### src/rtl/input_stager_pkg.sv
// Shared types and sizing helpers for the input_stager block and its lane buffers.
package input_stager_pkg;

    typedef enum logic [1:0] {
        IDLE = 2'd0,
        XFER = 2'd1,
        DONE = 2'd2
    } stager_state_e;

    // Width of an index over n items, never narrower than one bit.
    function automatic int idx_w(input int n);
        return (n > 1) ? $clog2(n) : 1;
    endfunction

    function automatic int beats_per_word(input int d_w, input int ser_w);
        return d_w / ser_w;
    endfunction

    function automatic int len_w(input int depth);
        return $clog2(depth + 1);
    endfunction

endpackage

### src/rtl/stager_lane_buf.sv
// Single-lane DEPTH x D_W register buffer: one write port, one registered read port
// whose output is forced to zero whenever the read enable is low.
module stager_lane_buf
    import input_stager_pkg::*;
#(
    parameter int D_W    = 8,
    parameter int DEPTH  = 8,
    parameter int ADDR_W = idx_w(DEPTH)
) (
    input  logic              clk,
    input  logic              rst,
    input  logic              we,
    input  logic [ADDR_W-1:0] waddr,
    input  logic [D_W-1:0]    wdata,
    input  logic              re,
    input  logic [ADDR_W-1:0] raddr,
    output logic [D_W-1:0]    rdata
);

    logic [D_W-1:0] mem [DEPTH];

    always_ff @(posedge clk) begin
        if (we) begin
            mem[waddr] <= wdata;
        end
    end

    // Zero outside the read window so the array sees clean idle lanes.
    always_ff @(posedge clk) begin
        if (rst) begin
            rdata <= '0;
        end else if (re) begin
            rdata <= mem[raddr];
        end else begin
            rdata <= '0;
        end
    end

endmodule

### src/rtl/input_stager.sv
// Serial-to-parallel operand stager for a systolic array: loads X/Y lanes serially,
// then replays them with a one-cycle-per-lane diagonal skew. Define
// INPUT_STAGER_REPLAY_EN to keep loaded operands across transfers.
module input_stager
    import input_stager_pkg::*;
#(
    parameter int D_W   = 8,
    parameter int SER_W = 1,
    parameter int ROWS  = 2,
    parameter int COLS  = 2,
    parameter int DEPTH = 8
) (
    input  logic                         clk,
    input  logic                         rst,
    input  logic [SER_W-1:0]             ser_x,
    input  logic                         ser_x_valid,
    output logic                         ser_x_ready,
    input  logic [SER_W-1:0]             ser_y,
    input  logic                         ser_y_valid,
    output logic                         ser_y_ready,
    input  logic                         start,
    input  logic [$clog2(DEPTH+1)-1:0]   len,
    output logic [ROWS*D_W-1:0]          out_x_flat,
    output logic [COLS*D_W-1:0]          out_y_flat,
    output logic [ROWS-1:0]              out_x_valid,
    output logic [COLS-1:0]              out_y_valid,
    output logic                         out_init,
    output logic                         busy,
    output logic                         done
);

    localparam int BEATS_PER_WORD = beats_per_word(D_W, SER_W);
    localparam int ADDR_W         = idx_w(DEPTH);
    localparam int LEN_W          = len_w(DEPTH);
    localparam int LANES          = (ROWS > COLS) ? ROWS : COLS;
    localparam int BEAT_W         = idx_w(BEATS_PER_WORD);
    localparam int XL_W           = idx_w(ROWS);
    localparam int YL_W           = idx_w(COLS);
    localparam int XFER_W         = $clog2(DEPTH + LANES + 1);
    localparam int SKEW_N         = (LANES > 1) ? LANES - 1 : 1;

    stager_state_e state, state_nxt;

    logic              start_acc;
    logic              clear_load;
    logic [LEN_W-1:0]  len_eff;
    logic [LEN_W-1:0]  xfer_len;
    logic [XFER_W-1:0] xfer_cnt;
    logic              xfer_last;
    logic [LEN_W-1:0]  rd_cnt;
    logic              rd_active;

    logic              base_en;
    logic [ADDR_W-1:0] base_addr;
    logic [SKEW_N-1:0] skew_en;
    logic [ADDR_W-1:0] skew_addr [SKEW_N];
    logic [LANES-1:0]  lane_en;
    logic [ADDR_W-1:0] lane_addr [LANES];

    logic [D_W-1:0]    shreg_x, shreg_x_nxt;
    logic [BEAT_W-1:0] beat_x;
    logic [ADDR_W-1:0] word_x;
    logic [XL_W-1:0]   lane_x;
    logic              full_x, acc_x, we_x;

    logic [D_W-1:0]    shreg_y, shreg_y_nxt;
    logic [BEAT_W-1:0] beat_y;
    logic [ADDR_W-1:0] word_y;
    logic [YL_W-1:0]   lane_y;
    logic              full_y, acc_y, we_y;

    logic [D_W-1:0]    rdata_x [ROWS];
    logic [D_W-1:0]    rdata_y [COLS];

    assign start_acc = (state == IDLE) && full_x && full_y && start;
    assign len_eff   = ((len == '0) || (len > LEN_W'(DEPTH))) ? LEN_W'(DEPTH) : len;
    assign xfer_last = (xfer_cnt == (XFER_W'(xfer_len) + XFER_W'(LANES - 2)));

`ifdef INPUT_STAGER_REPLAY_EN
    assign clear_load = 1'b0;
`else
    assign clear_load = (state == DONE);
`endif

    always_ff @(posedge clk) begin
        if (rst) begin
            state <= IDLE;
        end else begin
            state <= state_nxt;
        end
    end

    always_comb begin
        state_nxt = state;
        case (state)
            IDLE:    if (start_acc) state_nxt = XFER;
            XFER:    if (xfer_last) state_nxt = DONE;
            DONE:    state_nxt = IDLE;
            default: state_nxt = IDLE;
        endcase
    end

    assign busy = (state != IDLE);
    assign done = (state == DONE);

    // Read addresses go out one cycle ahead of presentation: word 0 is issued in the acceptance cycle.
    always_ff @(posedge clk) begin
        if (rst) begin
            xfer_len  <= '0;
            xfer_cnt  <= '0;
            rd_cnt    <= '0;
            rd_active <= 1'b0;
            out_init  <= 1'b0;
        end else begin
            out_init <= start_acc;
            if (start_acc) begin
                xfer_len  <= len_eff;
                xfer_cnt  <= '0;
                rd_cnt    <= LEN_W'(1);
                rd_active <= (len_eff > LEN_W'(1));
            end else if (state == XFER) begin
                xfer_cnt <= xfer_cnt + 1'b1;
                if (rd_active) begin
                    if (rd_cnt == (xfer_len - 1'b1)) begin
                        rd_active <= 1'b0;
                    end else begin
                        rd_cnt <= rd_cnt + 1'b1;
                    end
                end
            end
        end
    end

    assign base_en   = start_acc || ((state == XFER) && rd_active);
    assign base_addr = start_acc ? '0 : rd_cnt[ADDR_W-1:0];

    always_ff @(posedge clk) begin
        if (rst) begin
            skew_en <= '0;
            for (int i = 0; i < SKEW_N; i++) begin
                skew_addr[i] <= '0;
            end
        end else begin
            skew_en[0]   <= base_en;
            skew_addr[0] <= base_addr;
            for (int i = 1; i < SKEW_N; i++) begin
                skew_en[i]   <= skew_en[i-1];
                skew_addr[i] <= skew_addr[i-1];
            end
        end
    end

    always_comb begin
        lane_en      = '0;
        lane_en[0]   = base_en;
        lane_addr[0] = base_addr;
        for (int i = 1; i < LANES; i++) begin
            lane_en[i]   = skew_en[i-1];
            lane_addr[i] = skew_addr[i-1];
        end
    end

    always_ff @(posedge clk) begin
        if (rst) begin
            out_x_valid <= '0;
            out_y_valid <= '0;
        end else begin
            out_x_valid <= lane_en[ROWS-1:0];
            out_y_valid <= lane_en[COLS-1:0];
        end
    end

    assign ser_x_ready = (state == IDLE) && !full_x;
    assign acc_x       = ser_x_valid && ser_x_ready;
    assign shreg_x_nxt = (shreg_x >> SER_W) | (D_W'(ser_x) << (D_W - SER_W));
    assign we_x        = acc_x && (beat_x == BEAT_W'(BEATS_PER_WORD - 1));

    // X loader: fills lane 0 addresses 0..DEPTH-1, then lane 1, and so on.
    always_ff @(posedge clk) begin
        if (rst) begin
            shreg_x <= '0;
            beat_x  <= '0;
            word_x  <= '0;
            lane_x  <= '0;
            full_x  <= 1'b0;
        end else if (clear_load) begin
            beat_x <= '0;
            word_x <= '0;
            lane_x <= '0;
            full_x <= 1'b0;
        end else if (acc_x) begin
            shreg_x <= shreg_x_nxt;
            if (we_x) begin
                beat_x <= '0;
                if (word_x == ADDR_W'(DEPTH - 1)) begin
                    word_x <= '0;
                    if (lane_x == XL_W'(ROWS - 1)) begin
                        full_x <= 1'b1;
                    end else begin
                        lane_x <= lane_x + 1'b1;
                    end
                end else begin
                    word_x <= word_x + 1'b1;
                end
            end else begin
                beat_x <= beat_x + 1'b1;
            end
        end
    end

    assign ser_y_ready = (state == IDLE) && !full_y;
    assign acc_y       = ser_y_valid && ser_y_ready;
    assign shreg_y_nxt = (shreg_y >> SER_W) | (D_W'(ser_y) << (D_W - SER_W));
    assign we_y        = acc_y && (beat_y == BEAT_W'(BEATS_PER_WORD - 1));

    always_ff @(posedge clk) begin
        if (rst) begin
            shreg_y <= '0;
            beat_y  <= '0;
            word_y  <= '0;
            lane_y  <= '0;
            full_y  <= 1'b0;
        end else if (clear_load) begin
            beat_y <= '0;
            word_y <= '0;
            lane_y <= '0;
            full_y <= 1'b0;
        end else if (acc_y) begin
            shreg_y <= shreg_y_nxt;
            if (we_y) begin
                beat_y <= '0;
                if (word_y == ADDR_W'(DEPTH - 1)) begin
                    word_y <= '0;
                    if (lane_y == YL_W'(COLS - 1)) begin
                        full_y <= 1'b1;
                    end else begin
                        lane_y <= lane_y + 1'b1;
                    end
                end else begin
                    word_y <= word_y + 1'b1;
                end
            end else begin
                beat_y <= beat_y + 1'b1;
            end
        end
    end

    for (genvar r = 0; r < ROWS; r++) begin : g_x_lane
        stager_lane_buf #(
            .D_W    (D_W),
            .DEPTH  (DEPTH),
            .ADDR_W (ADDR_W)
        ) u_buf (
            .clk   (clk),
            .rst   (rst),
            .we    (we_x && (lane_x == XL_W'(r))),
            .waddr (word_x),
            .wdata (shreg_x_nxt),
            .re    (lane_en[r]),
            .raddr (lane_addr[r]),
            .rdata (rdata_x[r])
        );
        assign out_x_flat[(r+1)*D_W-1 -: D_W] = rdata_x[r];
    end

    for (genvar c = 0; c < COLS; c++) begin : g_y_lane
        stager_lane_buf #(
            .D_W    (D_W),
            .DEPTH  (DEPTH),
            .ADDR_W (ADDR_W)
        ) u_buf (
            .clk   (clk),
            .rst   (rst),
            .we    (we_y && (lane_y == YL_W'(c))),
            .waddr (word_y),
            .wdata (shreg_y_nxt),
            .re    (lane_en[c]),
            .raddr (lane_addr[c]),
            .rdata (rdata_y[c])
        );
        assign out_y_flat[(c+1)*D_W-1 -: D_W] = rdata_y[c];
    end

endmodule

### config.mk
export PLATFORM = sky130hd
export DESIGN_NAME = input_stager
export DESIGN_NICKNAME = d
export VERILOG_FILES = /design/src/rtl/input_stager_pkg.sv /design/src/rtl/stager_lane_buf.sv /design/src/rtl/input_stager.sv
export SDC_FILE = /design/constraint.sdc
export NUM_CORES = 1
export LEC_CHECK = 0
export ABC_CLOCK_PERIOD_IN_PS = 2500
export CAP_MARGIN = 20
export CORE_AREA = 8 8 193 195
export DETAILED_ROUTE_END_ITERATION = 7
export DIE_AREA = 0 0 201 203
export HOLD_SLACK_MARGIN = 0.08
export PLACE_DENSITY = 0.63
export SYNTH_ARGS = -nofsm -noshare
export SYNTH_HDL_FRONTEND = slang
export SYNTH_HIERARCHICAL = 1
export SYNTH_SLANG_ARGS = --single-unit
### constraint.sdc
create_clock -name clk -period 2.5 [get_ports clk]
set_clock_uncertainty 0.2 [all_clocks]
set_input_delay 0.25 -clock clk [delete_from_list [all_inputs] [get_ports clk]]
set_output_delay 0.25 -clock clk [all_outputs]
set_load 0.02 [all_outputs]
==> flow_summary.rst <==
.. list-table::
   :header-rows: 1

   * - Metric
     - Value
   * - Register area
     - between 9000 and 10000 um2
   * - Number of nets produced by synthesis
     - ~900
   * - Initial core utilization
     - 39.29%
   * - Vias per std cell
     - between 4 and 5
   * - Xor/xnor cell area share of the yosys netlist
     - 0.9614%
   * - Fmax
     - 438.7 MHz
   * - Simple-gate share of the synthesized area
     - 9.707%
   * - Antenna Diode Count
     - 0
   * - Clock tree from TritonCTS
     - built
   * - Worst-case headroom to the max-slew limit
     - around 42%
   * - Tot Pwr
     - 0.01136 W
   * - Critical-path maximum fanout
     - 8
   * - Critical path class
     - flop to output pin
   * - Number of standard cells in the final layout excluding fillers
     - 1465
   * - DR top layer
     - met4
   * - Metal2 WL
     - 12.03 mm
   * - Final setup violating endpoints
     - 0
   * - Sequential fraction of the synthesis area
     - 69.74%
   * - Power per standard cell area
     - 718.8 nW/um2
   * - Overflow left after global routing
     - 0
   * - Post-DRT Antenna Nets
     - 0
   * - Adder-cell share of the synthesized area
     - 1.027%
   * - Netlist area before placement
     - 13410 um2
   * - Number of cells on the worst reg-to-reg path
     - 6
   * - CTS Sinks
     - 339
   * - Final cycle utilization of the critical path
     - between 90% and 100%
   * - Number of instances on the worst hold path
     - 3
   * - Total of warnings raised by yosys
     - 6
   * - Largest net degree at the start of global routing
     - 29
   * - Routed wire length on met3
     - 1.240 mm
   * - First-pass GRT wire length
     - just over 40 mm
   * - Cells after Synth
     - 880
   * - Number of buffers inserted during clock tree synthesis
     - 37
   * - Initial antenna violation count
     - 1
   * - Overall die height
     - 203 um
   * - Global routing usage summed across all routing layers
     - between 10% and 20%
   * - Vias in the first global route
     - 7308
   * - Max-slew violation total from the final report
     - 0
   * - Number of instances in the placed design
     - 1399
   * - Placer's final routability congestion estimate
     - 0.7947
   * - CTS max path bufs
     - 3
   * - Number of buffers inserted by port buffering
     - 51
   * - Number of vias in the routed layout
     - 7258
   * - Combinational family with the most area after synthesis
     - multiplexers
   * - Area taken by multi-input logic gates
     - 3675 um2
   * - CTS hold repair buffers
     - 0
   * - Post-synthesis average cell area
     - 15.23 um2
   * - Max-cap check violation count
     - 0
   * - Post-route DRC
     - 0
   * - Tmin final
     - 2.279 ns
   * - First-pass iteration count of the detailed router
     - 5
   * - Horizontal die dimension
     - 201 um
   * - DIE AREA
     - about 41000 um2
   * - CP Launch Type
     - flop
   * - Least-Margin Pin Slew
     - about 0.86 ns
   * - Clock transition at path regs
     - about 0.060 ns
   * - Run status
     - complete, no violations
   * - Buffer cell driving the clock tree root
     - sky130_fd_sc_hd__clkbuf_16
   * - Fraction of layout instances using a drive strength above 1
     - 14.36%
   * - Unique cell type count in the Yosys netlist
     - 44
   * - Final instance area
     - 15810 um2
   * - Multiplexer share of the synthesized area
     - 9.782%
   * - Peak supply drop
     - 0.0004150 V
   * - Total setup buffers inserted after CTS
     - 0
   * - Clk Latency, worst-skew pair
     - 0.51 ns
   * - Synth-to-layout area growth
     - 17.95%
   * - Kind of end point of the critical path
     - output pin
   * - Std-Cell Core Area
     - 34120 um2
   * - Synth Area in Compound Gates
     - 5.917%
   * - Data required time at the worst endpoint
     - 2.05 ns
   * - Number of rows created at floorplan
     - 68
   * - M1 WL
     - 12.15 mm
   * - Hold crit path type
     - input port to flop
   * - Final layout net count
     - about 1000
   * - Area after detailed placement
     - approximately 15000 um2
   * - DP Wirelength
     - 17.17 mm
   * - Maximum level of the CTS H-tree
     - 2
   * - Fin. Hold Viols
     - 0
   * - Setup repair after global routing missed its margin
     - no
   * - Routed WL per cell
     - approximately 18 um
   * - IO Count
     - 52
   * - Critical path data arrival time
     - 1.83 ns
   * - # fillers
     - between 2000 and 3000
   * - Post-synthesis register bit count
     - 339
   * - Leakage
     - 5.135 nW
   * - Iteration-0 DRC Markers
     - 619
   * - Sum of negative setup slack
     - 0 ns
   * - Total wirelength of the detailed-routed design
     - 25.85 mm
-- registers in the layout, indices dropped and copies added (netlist names), 4 cells and up --
signal / count
g_y_lane.u_buf/mem: 128
rd_cnt: 4
g_x_lane.u_buf/rdata: 16
g_x_lane.u_buf/mem: 128
xfer_len: 4
g_y_lane.u_buf/rdata: 16
shreg_x: 7
shreg_y: 7
xfer_cnt: 4
-- Yosys cell counts (all sizes together) --
| master | instances | share of area (%) |
|---|---|---|
| nor2 | 40 | 1.1 |
| xnor2 | 5 | 0.33 |
| o311ai | 1 | 0.065 |
| inv | 4 | 0.11 |
| a211oi | 1 | 0.056 |
| xor2 | 7 | 0.46 |
| a21oi | 36 | 1.3 |
| nand2 | 67 | 1.9 |
| buf | 30 | 2.2 |
| clkbuf | 18 | 0.51 |
| nand2b | 21 | 0.98 |
| o21ba | 1 | 0.075 |
| nand4b | 1 | 0.065 |
| nor2b | 11 | 0.51 |
| dfxtp | 83 | 12 |
| and3 | 3 | 0.14 |
| ha | 11 | 1.0 |
| and2 | 8 | 0.37 |
| nor3b | 1 | 0.056 |
| nor3 | 49 | 3.0 |
| o21ai | 1 | 0.037 |
| xor3 | 1 | 0.18 |
| or2 | 4 | 0.19 |
| a22o | 64 | 4.2 |
| or3 | 6 | 0.28 |
| nand3 | 4 | 0.15 |
| edfxtp | 256 | 57 |
| o41ai | 1 | 0.065 |
| and3b | 1 | 0.065 |
| nand3b | 4 | 0.22 |
| a31oi | 2 | 0.093 |
| nor4 | 3 | 0.19 |
| nand4 | 2 | 0.093 |
| nor4b | 2 | 0.35 |
| mux2i | 131 | 9.8 |
-- stage by stage --
stage	setup slack (ns)	utilization [%]	hold slack, ns
floorplan	0.06932	-	0.1489
global placement	0.04516	42.88	0.2436
detailed placement	-0.008888	42.88	0.2503
CTS	0.03875	46.33	0.1927
global route	0.1321	46.34	0.2219
finish	0.2206	46.34	0.2137
-- cell usage in the layout (no fill, tap or decap), types with 2 or more instances in the layout --
cell,Yosys,routed
sky130_fd_sc_hd__edfxtp_1,256,256
sky130_fd_sc_hd__nor4b_4,2,2
sky130_fd_sc_hd__xor2_1,7,7
sky130_fd_sc_hd__buf_12,4,4
sky130_fd_sc_hd__nor3_1,17,17
sky130_fd_sc_hd__clkinv_1,0,5
sky130_fd_sc_hd__inv_6,0,2
sky130_fd_sc_hd__clkbuf_16,0,39
sky130_fd_sc_hd__clkbuf_1,17,16
sky130_fd_sc_hd__bufinv_16,0,3
sky130_fd_sc_hd__or2_1,4,4
sky130_fd_sc_hd__a31oi_1,2,2
sky130_fd_sc_hd__dlymetal6s2s_1,0,2
sky130_fd_sc_hd__a22o_1,64,64
sky130_fd_sc_hd__dfxtp_1,83,82
sky130_fd_sc_hd__or3_1,6,6
sky130_fd_sc_hd__nand2_1,67,67
sky130_fd_sc_hd__and2_1,8,7
sky130_fd_sc_hd__nand2b_1,21,21
sky130_fd_sc_hd__nand4_1,2,2
sky130_fd_sc_hd__clkdlybuf4s50_1,0,49
sky130_fd_sc_hd__nor2b_1,11,11
sky130_fd_sc_hd__nor4_1,2,2
sky130_fd_sc_hd__xnor2_1,5,5
sky130_fd_sc_hd__nand3_1,4,4
sky130_fd_sc_hd__nand3b_1,4,4
sky130_fd_sc_hd__nor2_1,39,39
sky130_fd_sc_hd__mux2i_1,131,131
sky130_fd_sc_hd__a21oi_1,36,36
sky130_fd_sc_hd__inv_1,4,4
sky130_fd_sc_hd__and3_1,3,3
sky130_fd_sc_hd__ha_1,11,11
sky130_fd_sc_hd__buf_4,4,57
sky130_fd_sc_hd__nor3_2,32,32
-- critical path, cell delays in order (launching register included) --
cell	delay, ns
sky130_fd_sc_hd__dfxtp_1	0.32
sky130_fd_sc_hd__buf_4	0.17
sky130_fd_sc_hd__nor2b_1	0.20
sky130_fd_sc_hd__clkdlybuf4s50_1	0.64
-- area by class of cell --
class	instances	area share (%)
Clock inverter	10	0.7992
Clock buffer	56	6.639
Tap cell	455	3.601
Multi-Input combinational cell	489	23.24
Sequential cell	339	59.15
Inverter	4	0.09496
Timing Repair Buffer	112	6.473
-- power by group --
| group | switching [W] | total (W) | internal [W] |
|---|---|---|---|
| Sequential | 0.0000236 | 0.00603 | 0.00601 |
| Combinational | 0.0000506 | 0.0000876 | 0.0000370 |
| Clock | 0.00204 | 0.00525 | 0.00321 |
| Total | 0.00211 | 0.0114 | 0.00925 |
-- path summary, 6_finish.rpt --
check	from	to	slack (ns)
setup / recovery	state[1]	done	0.22
hold / removal	len[1]	xfer_len[1]	0.21
setup reg to reg	state[1]	g_y_lane[0].u_buf/rdata[0]	0.26
hold reg to reg	beat_y[2]	beat_y[2]	0.25
-- what timing repair did --
item | CTS | global route
endpoints found under the setup margin | 0 | 2
hold endpoints to repair | 0 | 0
gates resized for setup | 0 | 2
-- per-layer routing --
metal  global-route usage (%)  up-vias
li1                         -     3517
met1                    17.05     3562
met2                    20.61      145
met3                    2.518       34
met4                    3.548        0
met5                        0        -
-- logic make-up after synthesis --
kind of cell,Yosys count
adders and majority gates,11
muxes,131
buffers and inverters,52
AOI/OAI and AO/OA,107
xor gates and xnor gates,13
and+or+nand+nor,227
DFF,339
Note: power is estimated with default switching activity, not from simulation.
